==> config.mk <==
export PLATFORM = sky130hd
export DESIGN_NAME = expand_a_ctrl
export DESIGN_NICKNAME = d
export VERILOG_FILES = /design/src/rtl/expand_a_ctrl.sv
export SDC_FILE = /design/constraint.sdc
export NUM_CORES = 1
export LEC_CHECK = 0
export ABC_AREA = 0
export BUFFER_PORTS_ARGS = -buffer_cell sky130_fd_sc_hd__buf_2
export CELL_PAD_IN_SITES_DETAIL_PLACEMENT = 1
export CELL_PAD_IN_SITES_GLOBAL_PLACEMENT = 1
export CORE_AREA = 10 10 207 209
export CTS_CLUSTER_DIAMETER = 150
export DETAILED_ROUTE_END_ITERATION = 16
export DIE_AREA = 0 0 217 219
export GPL_ROUTABILITY_DRIVEN = 1
export PLACE_DENSITY_LB_ADDON = 0.1
export SYNTH_ARGS = -nofsm -noshare
export SYNTH_HDL_FRONTEND = slang
export SYNTH_SLANG_ARGS = --single-unit
==> constraint.sdc <==
create_clock -name clk -period 2.6 [get_ports clk]
set_clock_uncertainty 0.1 [all_clocks]
set_input_delay 0.65 -clock clk [delete_from_list [all_inputs] [get_ports clk]]
set_output_delay 0.65 -clock clk [all_outputs]
set_load 0.05 [all_outputs]
==> src/rtl/expand_a_ctrl.sv <==
// expand_a_ctrl: walks matrix A row-major, running RejNTTPoly once per entry under a per-poly watchdog.
module expand_a_ctrl #(
   parameter int K = 4,
   parameter int L = 4,
   parameter int TIMEOUT_CYC = 4096
) (
   input  logic         clk,
   input  logic         rst,
   input  logic         start,
   input  logic [255:0] rho,
   output logic         busy,
   output logic         done,
   output logic         err,
   output logic         rej_start,
   output logic [255:0] rej_rho,
   output logic [7:0]   rej_i,
   output logic [7:0]   rej_j,
   input  logic         rej_done,
   output logic         poly_done,
   output logic [7:0]   poly_row,
   output logic [7:0]   poly_col
);
   localparam int WW = $clog2(TIMEOUT_CYC) + 1;
   typedef enum logic [2:0] {IDLE, ISSUE, WAIT, NEXT, FIN} state_t;
   state_t state, state_nx;
   logic [7:0] row, col;
   logic [WW-1:0] wd;
   logic last_row, last_col, expire;

   if (K < 1 || K > 255 || L < 1 || L > 255 || TIMEOUT_CYC < 2) begin : g_bad_params
      $error("expand_a_ctrl: K and L must be 1..255 and TIMEOUT_CYC at least 2");
   end

   assign last_row = row == 8'(K - 1);
   assign last_col = col == 8'(L - 1);
   // the counter reaches TIMEOUT_CYC-1 on this WAIT cycle's increment
   assign expire = wd == WW'(TIMEOUT_CYC - 2);

   always_ff @(posedge clk)
      if (rst) state <= IDLE;
      else state <= state_nx;

   always_comb begin
      state_nx = state;
      unique case (state)
         IDLE:    state_nx = start ? ISSUE : IDLE;
         ISSUE:   state_nx = WAIT;
         WAIT:    state_nx = rej_done ? NEXT : expire ? FIN : WAIT;
         NEXT:    state_nx = (last_row && last_col) ? FIN : ISSUE;
         FIN:     state_nx = IDLE;
         default: state_nx = IDLE;
      endcase
   end

   always_ff @(posedge clk)
      if (rst) begin
         row <= '0;
         col <= '0;
         wd <= '0;
         err <= 1'b0;
         rej_rho <= '0;
      end else begin
         unique case (state)
            IDLE: if (start) begin
               rej_rho <= rho;
               row <= '0;
               col <= '0;
               err <= 1'b0;
            end
            ISSUE: wd <= '0;
            WAIT: begin
               wd <= wd + 1'b1;
               if (!rej_done && expire) err <= 1'b1;
            end
            // the final entry leaves its indices in place until the next start
            NEXT: if (!(last_row && last_col)) begin
               col <= last_col ? 8'd0 : col + 8'd1;
               row <= last_col ? row + 8'd1 : row;
            end
            default: ;
         endcase
      end

   assign busy = state != IDLE;
   assign done = state == FIN;
   assign rej_start = state == ISSUE;
   assign poly_done = state == NEXT;
   assign poly_row = poly_done ? row : 8'd0;
   assign poly_col = poly_done ? col : 8'd0;
   assign rej_i = row;
   assign rej_j = col;
endmodule

# [Yosys cells after proc, flatten, opt, wreduce, memory -nomap -nowiden]
# Cells that the tools add are included.
[word_totals] reg_bits=289 latch_bits=0 ram_bits=0 rom_bits=0 wordCells=50 mem_count=0
[op_classes] n_addsub=3 multipliers=0 div_mod_pow=0 order_cmp=0 n_eq_ne=11 shifts=0 mux=18 n_bitwise=0 reduce_logical=12
[ops] op="two-way mux 8 bit" count=7
[ops] op="one-hot mux 8 bit (2 select lines)" count=2
[ops] op="one-hot mux 13 bit (2 select lines)" count=1
[ops] op="adder 8 x 1 -> 8 bit, second input constant" count=2
[ops] op="equality test 8 x 2 -> 1 bit, second input constant" count=2
[ops] op="adder 13 x 1 -> 13 bit, second input constant" count=1
[ops] op="equality test 13 x 12 -> 1 bit, second input constant" count=1
[ops] op="one-hot mux 3 bit (4 select lines)" count=1
[ops] op="two-way mux 3 bit" count=3
[ops] op="equality test 3 x 2 -> 1 bit, second input constant" count=2
[ops] op="!= test 2 bit, second input constant" count=3
[ops] op="AND reduction 3 bit" count=2
[ops] op="nonzero test 2 bit" count=3
[ops] op="AND reduction 4 bit" count=1
[ops] op="equality test 3 x 1 -> 1 bit, second input constant" count=1
[ops] op="equality test 3 bit, second input constant" count=1
[ops] op="logical NOT 3 bit" count=1
[ops] op="two-way mux 1 bit" count=3
[ops] op="nonzero test 3 bit" count=1
[ops] op="logical AND 1 bit" count=2
[ops] op="!= test 2 x 1 -> 1 bit, second input constant" count=1
[ops] op="one-hot mux 1 bit (2 select lines)" count=1
[ops] op="AND reduction 2 bit" count=1
[ops] op="logical NOT 1 bit" count=1

# [Longest topological paths before layout]
[depth] depth_word=4 ltp_mapped=9

# [Least setup slack after synthesis]
# No wires, ideal clock.
[synth_path] path_type="register to output" from="register state[2]" to="output port poly_col[0]" arrival_ns=1.779 required_time_ns=1.850 slack_ns=0.071 path_stages_with_launch=6 path_buffers=2 cell_sequence="dfxtp_1 -> buf_2 -> nand3b_4 -> inv_2 -> clkbuf_1 -> and2_1"
[synth_between] elab_chain_cells=2
[synth_lines] item="start: declaration" line_no="25" rtl="state_t state, state_nx;"
[synth_lines] item="start signal: assignment" line_no="41" rtl="else state <= state_nx;"
[synth_lines] item="equality test 3 x 2 -> 1 bit" line_no="87" rtl="assign poly_done = state == NEXT;"
[synth_lines] item="net poly_done" line_no="19" rtl="output logic poly_done,"
[synth_lines] item="two-way mux 8 bit" line_no="89" rtl="assign poly_col = poly_done ? col : 8'd0;"
[synth_lines] item="end: declaration" line_no="21" rtl="output logic [7:0] poly_col"
# The timed path passes the listed nets, and every way through them passes these cells.

# [Final worst setup path]
[layout_path] from="register state[0]" to="output port rej_start"
[layout_between] elab_chain_cells=1
[layout_lines] item="equality test 3 x 1 -> 1 bit" line_no="86" rtl="assign rej_start = state == ISSUE;"
[layout_lines] item="end: declaration" line_no="14" rtl="output logic rej_start,"
# No other way between the ends.

==> flow_metrics.py <==
metrics = {
    "timing": {
        "grt_setup_unrepaired": "false",
        "report.final.setup_viol": 0,
        "finalWorstSetupSlack_ns": 0.1034,
        "final-max-slew-violation-count": 0,
        "min_period_over_period": 0.9602,
        "worst_slew_pin_slew_ns": 0.7443,
        "hold-worst-slack_ns": 0.2501,
        "min_period_ns": 2.497,
        "max_slew_margin": 0.5038,
        "finalHoldViolations": 0,
        "top_achievable_clock_speed_mhz": 400.5,
        "timing.setup.tns_ns": 0,
    },
    "min_path": {
        "worst_hold_path_ep": "rej_rho[113]",
        "min_path_type": "in2reg",
        "min_from": "rho[113]",
        "holdPathStages": 3,
    },
    "global_routing": {
        "vias_in_the_first_global_route": 11180,
        "grt_pass1_wl_mm": 70.89,
        "grt_start_max_net_pins": 73,
        "antenna_found_initial": 18,
        "grt_remaining_overflow": 0,
        "global_route.usage.total": 0.1918,
    },
    "cts": {
        "numClockSinks": 289,
        "cts_hold_buf": 0,
        "htreeDepth": 2,
        "clock_tree.root_cell": "sky130_fd_sc_hd__clkbuf_16",
        "clock_insertion_delay_worst_skew_ns": 0.54,
        "worst_setup_hold_path_clk_slew_ns": 0.06,
        "tritoncts_clock_tree": "done",
        "clockBufferDepth": 3,
        "cts_buffers": 37,
    },
    "layout": {
        "finish.utilization": 0.3946,
        "fin_nets": 2127,
        "final_layout_size_suffix_gt1_frac": 0.3471,
        "area_growth_pct": 44.74,
    },
    "routing": {
        "route.vias.total": 11030,
        "finalWirelength_mm": 48.60,
        "detailedRoute.firstIterationViolations": 570,
        "detail-route-antenna-nets": 0,
        "wl_per_cell_um": 20.15,
        "drc": 0,
        "viasPerCell": 4.575,
        "drt-pass1-iter-count": 4,
    },
    "critical_path": {
        "worst_r2r_endpoint": "rej_i[6]",
        "critical_path_required_ns": 1.85,
        "critPathMaxFanout": 8,
        "timing.critical_path.arrival_ns": 1.75,
        "crit_path_start_kind": "flop",
        "reg2reg_setup_slack_ns": 0.36,
        "setup.worst_path.end_class": "output port",
        "critical_path.reg2reg.startpoint": "rej_j[1]",
        "ff2ff_path_depth": 6,
        "critical_path_class": "reg2out",
    },
    "logic_synthesis": {
        "synth-seq-area-share": 0.5503,
        "async_flop_share": 0,
        "synthDistinctLibCells": 45,
        "ys_warns": 0,
        "prevailing_post_synth_register_cell": "sky130_fd_sc_hd__dfxtp_1",
        "combined_area_of_all_synthesized_cells_um2": 10510,
        "synthesized_flop_and_latch_total": 289,
        "netlist_top_cells_count": "537 x sky130_fd_sc_hd__nand2_1, 289 x sky130_fd_sc_hd__dfxtp_1, 278 x sky130_fd_sc_hd__a21oi_1",
        "number_of_flops_mapped_to_enable_cells_by_yosys": 0,
        "synth_nets": 1604,
        "yosysMostFrequentCell": "sky130_fd_sc_hd__nand2_1",
        "synth.top_cells.by_area": "sky130_fd_sc_hd__dfxtp_1 55%, sky130_fd_sc_hd__nand2_1 19%, sky130_fd_sc_hd__a21oi_1 13%",
        "synthesis.area_per_instance_um2": 7.845,
        "synth_top_area_cell": "sky130_fd_sc_hd__dfxtp_1",
        "yosysTopAreaCellShare": 0.5503,
        "synthCells": 1340,
    },
    "floorplanning": {
        "top_level_ports": 553,
        "rows": 72,
        "die_x_um": 217,
        "die_y_um": 219,
        "die-area_um2": 47520,
        "floorplan.initialDensity": 0.2727,
        "core_region_area_um2": 38560,
    },
    "outcome": {
        "run_status": "finished, final reports clean",
    },
    "power_and_ir_drop": {
        "power_density_nw_per_um2": 830.2,
        "vdd_ir_drop_max_mv": 0.5102,
        "post-layout-total-power_mw": 12.63,
        "leakage_dissipation_nw": 7.076,
    },
    "place": {
        "dpl_worst_slack_ns": 0.3274,
        "port_buffers": 552,
        "dp_hpwl_mm": 37.37,
        "finalWeightedCongestion": 0.7658,
    },
    "job": {
        "drv_cap": 0,
    },
}
[power breakdown]
| part | internal [mW] | switching, mW |
|---|---|---|
| clock | 3.14 | 1.93 |
| sequential | 4.74 | 0.148 |
| combinational | 0.667 | 2.00 |
[flip-flops by register name, indices dropped and copies added (netlist names)]
signal,flops
rej_j,8
state,3
err,1
rej_i,8
rej_rho,256
wd,13
[critical path, stage by stage, from the launching register on]
cell                      delay [ns]
sky130_fd_sc_hd__dfxtp_2        0.41
sky130_fd_sc_hd__or3b_4         0.46
sky130_fd_sc_hd__inv_1          0.16
sky130_fd_sc_hd__buf_6          0.18
[worst max-delay path by stage]
| stage | startpoint | end | slack, ns |
|---|---|---|---|
| 2_1_floorplan | state[2] | poly_col[0] | 0.07 |
| 6_report | state[0] | rej_start | 0.10 |
| 3_5_place_dp | state[0] | rej_start | 0.33 |
| 3_3_place_gp | state[0] | rej_start | 0.36 |
| 5_1_grt | state[0] | rej_start | 0.01 |
| 4_1_cts | state[1] | poly_col[5] | 0.003 |
[cell usage in the layout (no fill, tap or decap), types with 8 or more instances in the layout]
| cell | Yosys | final |
|---|---|---|
| sky130_fd_sc_hd__clkbuf_8 | 0 | 12 |
| sky130_fd_sc_hd__buf_4 | 0 | 16 |
| sky130_fd_sc_hd__a21oi_1 | 278 | 278 |
| sky130_fd_sc_hd__buf_12 | 0 | 16 |
| sky130_fd_sc_hd__nand2_1 | 537 | 537 |
| sky130_fd_sc_hd__nand3_1 | 12 | 12 |
| sky130_fd_sc_hd__dfxtp_1 | 289 | 286 |
| sky130_fd_sc_hd__buf_2 | 15 | 549 |
| sky130_fd_sc_hd__and2_1 | 18 | 18 |
| sky130_fd_sc_hd__clkbuf_1 | 77 | 8 |
| sky130_fd_sc_hd__clkbuf_16 | 0 | 39 |
| sky130_fd_sc_hd__nor2_1 | 16 | 16 |
| sky130_fd_sc_hd__nor3_1 | 9 | 9 |
[stage by stage]
step                      std cells  area [um^2]
after detailed placement       2342        13970
final                          2412        15220
after global placement         2342        13970
after CTS                      2405        15190
after global routing           2409        15210
after floorplan                1340        10510
[cells by family (layout without fill, tap and decap cells)]
family                     Yosys count  in the layout  synth area share
xor gates and xnor gates             3              3          0.002500
buffers and inverters              105            652           0.04070
and+or+nand+nor                    628            628            0.2457
muxes                                3              3          0.002975
DFF                                289            289            0.5503
other                                0              7                 0
adders and majority gates            4              4          0.004761
AOI/OAI and AO/OA                  308            308            0.1531
[layout make-up]
cell class | count | area [um^2]
flip-flops and latches | 289 | 5789
diodes | 7 | 17.52
clock buffers | 58 | 1157
inverters | 6 | 25.02
repair buffers | 583 | 3213
clock inverters | 5 | 57.56
well taps | 518 | 648.1
multi-input cells | 946 | 4308
fillers | 4841 | 23340
[repair_timing]
item	4_1_cts	5_1_grt
resized for setup	5	3
buffers inserted	0	0
cloned	0	0
setup endpoints to repair	17	17
[metal layers]
layer  track usage  wire [um]  vias up
met5             0        125        -
met4       0.06502       1091       20
met3       0.08556       4755       76
met2        0.3175      23040      374
met1        0.2160      19590     5138
li1              -          -     5426
(Power assumes the default switching activity.)
